**src/rtl/alu_arbiter.sv**
```systemverilog
// rtl/alu_arbiter.sv - shares one ALU between two requesters; define ALU_ARB_FIXED_PRIO_EN for fixed priority (port 0 wins)
module alu_arbiter #(
   parameter int DW = 32
) (
   input  logic          i_clk,
   input  logic          i_rst_n,
   input  logic          i_req0_valid,
   input  logic [DW-1:0] i_req0_op_a,
   input  logic [DW-1:0] i_req0_op_b,
   input  logic [3:0]    i_req0_alu_op,
   input  logic          i_req1_valid,
   input  logic [DW-1:0] i_req1_op_a,
   input  logic [DW-1:0] i_req1_op_b,
   input  logic [3:0]    i_req1_alu_op,
   output logic          o_req0_ready,
   output logic          o_req1_ready,
   output logic [DW-1:0] o_alu_op_a,
   output logic [DW-1:0] o_alu_op_b,
   output logic [3:0]    o_alu_op,
   input  logic [DW-1:0] i_alu_data,
   output logic          o_rsp_valid,
   output logic          o_rsp_id,
   output logic [DW-1:0] o_rsp_data,
   input  logic          i_rsp_ready
);

   logic free;
   logic grant0;
   logic grant1;

   // The response slot can take a new result when empty or being drained this cycle.
   assign free = !o_rsp_valid || i_rsp_ready;

`ifdef ALU_ARB_FIXED_PRIO_EN
   // Port 0 always wins contention; readies are held low during reset.
   always_comb begin
      grant0 = 1'b0;
      grant1 = 1'b0;
      if (i_rst_n && free) begin
         grant0 = i_req0_valid;
         grant1 = i_req1_valid && !i_req0_valid;
      end
   end
`else
   logic last;

   // Round-robin: a lone requester wins; under contention the port that did not win last time wins.
   always_comb begin
      grant0 = 1'b0;
      grant1 = 1'b0;
      if (i_rst_n && free) begin
         if (i_req0_valid && i_req1_valid) begin
            grant0 = last;
            grant1 = !last;
         end else begin
            grant0 = i_req0_valid;
            grant1 = i_req1_valid;
         end
      end
   end

   // Last-winner pointer; reset to 1 so port 0 takes the first contention.
   always_ff @(posedge i_clk) begin
      if (!i_rst_n) begin
         last <= 1'b1;
      end else if (grant0 || grant1) begin
         last <= grant1;
      end
   end
`endif

   assign o_req0_ready = grant0;
   assign o_req1_ready = grant1;

   // Steer the granted port onto the ALU; idle cycles present zeros so the ALU inputs stay quiet.
   always_comb begin
      o_alu_op_a = '0;
      o_alu_op_b = '0;
      o_alu_op   = 4'd0;
      if (grant0) begin
         o_alu_op_a = i_req0_op_a;
         o_alu_op_b = i_req0_op_b;
         o_alu_op   = i_req0_alu_op;
      end else if (grant1) begin
         o_alu_op_a = i_req1_op_a;
         o_alu_op_b = i_req1_op_b;
         o_alu_op   = i_req1_alu_op;
      end
   end

   // Single-entry response register: load on transfer (overwriting a draining result), clear on drain.
   always_ff @(posedge i_clk) begin
      if (!i_rst_n) begin
         o_rsp_valid <= 1'b0;
         o_rsp_id    <= 1'b0;
         o_rsp_data  <= '0;
      end else if (grant0 || grant1) begin
         o_rsp_valid <= 1'b1;
         o_rsp_id    <= grant1;
         o_rsp_data  <= i_alu_data;
      end else if (i_rsp_ready) begin
         o_rsp_valid <= 1'b0;
      end
   end

endmodule

```
**config.mk**
```make
export PLATFORM = sky130hd
export DESIGN_NAME = alu_arbiter
export DESIGN_NICKNAME = d
export VERILOG_FILES = /design/src/rtl/alu_arbiter.sv
export SDC_FILE = /design/constraint.sdc
export NUM_CORES = 1
export LEC_CHECK = 0
export BUFFER_PORTS_ARGS = -buffer_cell sky130_fd_sc_hd__buf_4
export CAP_MARGIN = 20
export CORE_AREA = 2 2 106 108
export CTS_CLUSTER_DIAMETER = 100
export DETAILED_ROUTE_END_ITERATION = 10
export DIE_AREA = 0 0 108 110
export MAX_ROUTING_LAYER = met4
export PLACE_DENSITY = 0.61
export REMOVE_ABC_BUFFERS = 1
export SLEW_MARGIN = 40
export SYNTH_ARGS = -nofsm -noshare
export SYNTH_HDL_FRONTEND = slang
export SYNTH_SLANG_ARGS = --single-unit
```
**constraint.sdc**
```tcl
create_clock -name i_clk -period 1.36 [get_ports i_clk]
set_input_delay 0.068 -clock i_clk [delete_from_list [all_inputs] [get_ports i_clk]]
set_output_delay 0.068 -clock i_clk [all_outputs]
set_load 0.01 [all_outputs]
```
==> Word-level counts from Yosys, hierarchy flattened <==
Index checks and enable logic that the tools add are counted.
{ "classes": {"order_cmp": 0, "add_sub_neg": 0, "n_bitwise": 0, "n_shift": 0, "reduce_logical": 7, "div_mod_pow": 0, "eq_ne": 0, "muxes": 12, "n_mul": 0} }
{ "op_table": {"columns": ["op", "n"], "rows": [
  ["$mux 32", 4],
  ["$mux 4", 2],
  ["$mux 1", 6],
  ["$logic_and 1x1->1", 2],
  ["$logic_not 1->1", 2],
  ["$logic_or 1x1->1", 2],
  ["$reduce_bool 2->1", 1]
]} }
{ "word_totals": {"in_bits": 173, "ff_bits": 35, "memories": 0, "wordCells": 23, "mem_bits_rw": 0, "latch_bits": 0, "out_inout_bits": 104, "mem_bits_ro": 0} }

==> Longest topological paths before layout <==
{ "logic_depth": {"depth_word": 6, "mapped_depth": 6, "ltp_nobuf": 3} }

==> Least setup slack after synthesis <==
OpenSTA, ideal clock, no wires.
{ "synth_timing": {"kind": "reg-to-output", "from": "register o_rsp_valid", "to": "output port o_alu_op_a[23]", "arrival_ns": 1.285, "n_path_buf": 3, "required_time_ns": 1.292, "slack_ns": 0.007, "path_stages_with_launch": 7, "path_cell_list": "dfxtp_1 > nand2b_4 > buf_6 > and4_4 > buf_6 > buf_6 > a22o_1"} }
{ "synth_between": {"elab_chain_cells": 6, "elab_cells_between_ends": 7, "cone_classes": "mux: 4; reduce/logical: 3"} }
{ "synth_lines": {"columns": ["item", "line", "rtl"], "rows": [
  ["start: declaration", "21", "output logic o_rsp_valid,"],
  ["start signal: assignment", "94", "o_rsp_valid <= 1'b0;"],
  ["start signal: assignment", "98", "o_rsp_valid <= 1'b1;"],
  ["start signal: assignment", "102", "o_rsp_valid <= 1'b0;"],
  ["$logic_not 1->1", "32", "assign free = !o_rsp_valid || i_rsp_ready;"],
  ["$logic_or 1x1->1", "32", null],
  ["$logic_and 1x1->1", "51", "if (i_rst_n && free) begin"],
  ["$mux 1", "51", null],
  ["named net o_req1_ready", "16", "output logic o_req1_ready,"],
  ["$mux 32", "84", "end else if (grant1) begin"],
  ["$mux 32", "80", "if (grant0) begin"],
  ["end: declaration", "17", "output logic [DW-1:0] o_alu_op_a,"]
]} }
The timed path passes the listed nets, and every way through them passes these cells.

==> Final worst setup path <==
{ "layout_timing": {"from": "register last", "to": "output port o_alu_op_b[14]"} }
{ "layout_between": {"elab_chain_cells": 5, "elab_cells_between_ends": 7, "cone_classes": "mux: 6; reduce/logical: 1"} }
{ "layout_lines": {"columns": ["item", "line", "rtl"], "rows": [
  ["start: declaration", "45", "logic last;"],
  ["start signal: assignment", "67", "last <= grant1;"],
  ["$logic_not 1->1", "54", "grant1 = !last;"],
  ["$mux 1", "52", "if (i_req0_valid && i_req1_valid) begin"],
  ["$mux 1", "51", null],
  ["$mux 32", "84", null],
  ["$mux 32 (*)", "80", null],
  ["end: declaration", "18", "output logic [DW-1:0] o_alu_op_b,"]
]} }
Every way passes the cells marked *; elsewhere a longest branch is shown, timed or not.

==> results.md <==
* Minimum clock period at 1610 ps
* Via count at 3,175
* Cells after DPL at 642
* CP Launch Type: flop
* Top cell type's share of synthesized area at 0.333
* R2R cell count at 5
* Detailed-route wire length per cell at 20.9 um
* Clock Tree Buf Depth at 2
* First-pass GRT wire length at between 15 and 20 mm
* Grt total ovfl at 0
* Largest net degree at the start of global routing at 35
* Area Overhead vs Synth at 127%
* Antenna diodes at 0
* R2R Setup Slk at 90 ps
* Die X at 108 um
* Most common cell after layout, fill and taps aside: buf_4
* Gr usage total at 0.215
* Die height at about 110 um
* DRC at 0
* Share of cells above drive strength 1 at 0.622
* Core box area at 10,700 um2
* H-tree levels at 2
* Fillcell total at 1,029
* CP required at 1290 ps
* Max-cap violation count at 0
* Worst VDD drop at 374 uV
* CTS buffer count at 5
* Grt met3 use at 0.0464
* Register area share after synthesis at 0.333
* CTS tree: yes
* TNS Setup at -14,400 ps
* RSZ-0062 raised after global routing: true
* Antenna violations before repair at 0
* Syn Inst Count at 247
* Slowest-stage cell, CP: dfxtp_2
* HPWL Detailed at about 11 mm
* Port bufs at 276
* Post-route ant nets at 0
* Worst-path cell chain: nand2_2, and4_4, buf_12, buf_16, a22o_1, buf_6
* Yosys warning total at 0
* Final worst slack at -252 ps
* Synth Cell Area at roughly 2100 um2
* Initial DRT Pass Iterations at 4
* Hold depth at 3
* Flops & latches, synth at 35
* Total power at 3.51 mW
* P_leak at 2.36 nW
* Failing checks: setup timing
* Critical Path AT at 1540 ps
* Vias in the first global route at 3,025
* Hold EP: o_rsp_data[21]$_SDFFE_PN0P_
* Clk_lat worst skew at roughly 280 ps
* Via-to-Cell Ratio at 4.83
* Top post-synthesis cells by area: dfxtp_1, a22o_1, nand4_1
* Final Hold Fails at 0
* Initial core utilization at 0.197
* Max_slew headroom at 0.792
* FMAX at roughly 620 MHz
* Average cell area after synthesis at 8.52 um2
* Hold Path Origin: i_alu_data[21]
* GP Congestion at ~0.77
* Crit Path Max Fanout at 8
* Commonest non-fill, non-tap cells in the layout: buf_4, a22o_1, buf_6
* Hold/Removal Path Class: input port to flop
* CP max stage delay at about 350 ps
* Clock skew at 4.42 ps
* Hold Buf Count CTS at 0
* Slew Viols, Final at 0
* Sequential cell area at 703 um2
* Area leader, netlist: dfxtp_1
* Critical Setup Path Class: flop to output port
* Worst reg2reg path startpoint: o_rsp_valid$_SDFFE_PN0P_
* Multi-input logic area at 1300 um2
* M2 GR Usage at 0.352
* Busiest grt layer: met2
* Die area at 11,900 um2
* CP Capture Type: output port
* Yosys cell types at 20
* Worst-margin pin slew at 311 ps
* Initial DRC Count at 158
* Fin cells at 658
* Top Ports at 277
* Drt total wl at 13.7 mm
* # nets final at 690
* Pwr dens at 734 nW/um2
* Row count at 38
* Final Cycle Share at 1.19
* Final setup vio count at 69
* Root Driver: clkbuf_8
* Reg2reg end: o_rsp_data[25]$_SDFFE_PN0P_
* Outcome: finished, violations left
* CTS Sinks at 35
* Clock transition at the registers of the reported paths at about 80 ps
* Met1 Track Usage GR at 0.282
## what timing repair did
item                                    CTS  global route
gates resized for setup                  65             7
pin swaps                                 9            11
buffers inserted                          2             1
endpoints found under the setup margin   91           102
gates cloned                              3             2
## Yosys cell counts
cell	count
and3_4	1
o2111a_1	1
nand2b_4	1
buf_6	11
a21oi_1	1
buf_2	12
or2_1	1
nor2b_1	1
nand4_1	32
a31o_1	1
and4_4	1
nand2_1	33
a22o_1	68
buf_1	2
o21ai_1	33
inv_1	1
nand3_1	1
clkbuf_1	10
dfxtp_1	35
a21boi_1	1
## registers in the layout (all words and copies together), names as in the netlist
signal       flops
o_rsp_data      32
o_rsp_id         1
o_rsp_valid      1
last             1
## final cells by class
| cell class | instances | share of cell area |
|---|---|---|
| clock buffer | 6 | 0.0152 |
| clock inverter | 2 | 0.00262 |
| inverter | 1 | 0.000786 |
| multi-input combinational | 179 | 0.272 |
| sequential | 35 | 0.147 |
| tap | 140 | 0.0367 |
| timing repair buffer | 295 | 0.526 |
## through the flow
step | utilization | hold slack (ps) | instance area (um2) | setup WS [ps]
after detailed placement | 0.400 | 312 | 4280 | -93.0
after floorplan | - | 148 | 1880 | -1010
after global placement | 0.400 | 309 | 4280 | -89.5
after global routing | 0.446 | 12.3 | 4770 | -302
after CTS | 0.442 | 12.1 | 4720 | -271
final | 0.446 | 17.9 | 4770 | -252
## per-layer routing
layer  up-vias  share of wire
met5         -              0
met4         0         0.0029
met3         2          0.075
met2       167           0.50
met1      1501           0.42
li1       1505              -
## critical path: cells and delay by family, from the launching register on
family	cells	cell delay, ps
flops	1	350
buf+inv	3	410
simple gates	2	290
compound gates	1	220
## report_power, final
group,total (mW),switching (mW),internal (mW)
clock,0.742,0.384,0.358
sequential,1.18,0.0549,1.12
combinational,1.59,0.672,0.916
total,3.51,1.11,2.39
## worst max path at each step
stage                        startpoint              to  depth (start not counted)
2_1_floorplan  o_rsp_valid$_SDFFE_PN0P_     o_alu_op[0]                          3
3_3_place_gp   o_rsp_valid$_SDFFE_PN0P_  o_alu_op_a[14]                          5
3_5_place_dp   o_rsp_valid$_SDFFE_PN0P_  o_alu_op_a[14]                          5
4_1_cts        o_rsp_valid$_SDFFE_PN0P_  o_alu_op_b[14]                          6
5_1_grt               last$_SDFFE_PN1P_  o_alu_op_a[25]                          6
6_report              last$_SDFFE_PN1P_  o_alu_op_b[14]                          6
## cells by family after synthesis
kind of cell	after synthesis	synth area share
and+or+nand+nor	71	0.180
AOI/OAI and AO/OA	105	0.377
DFF	35	0.333
buffers and inverters	36	0.111
No activity file was read; power rests on OpenSTA's default activity.
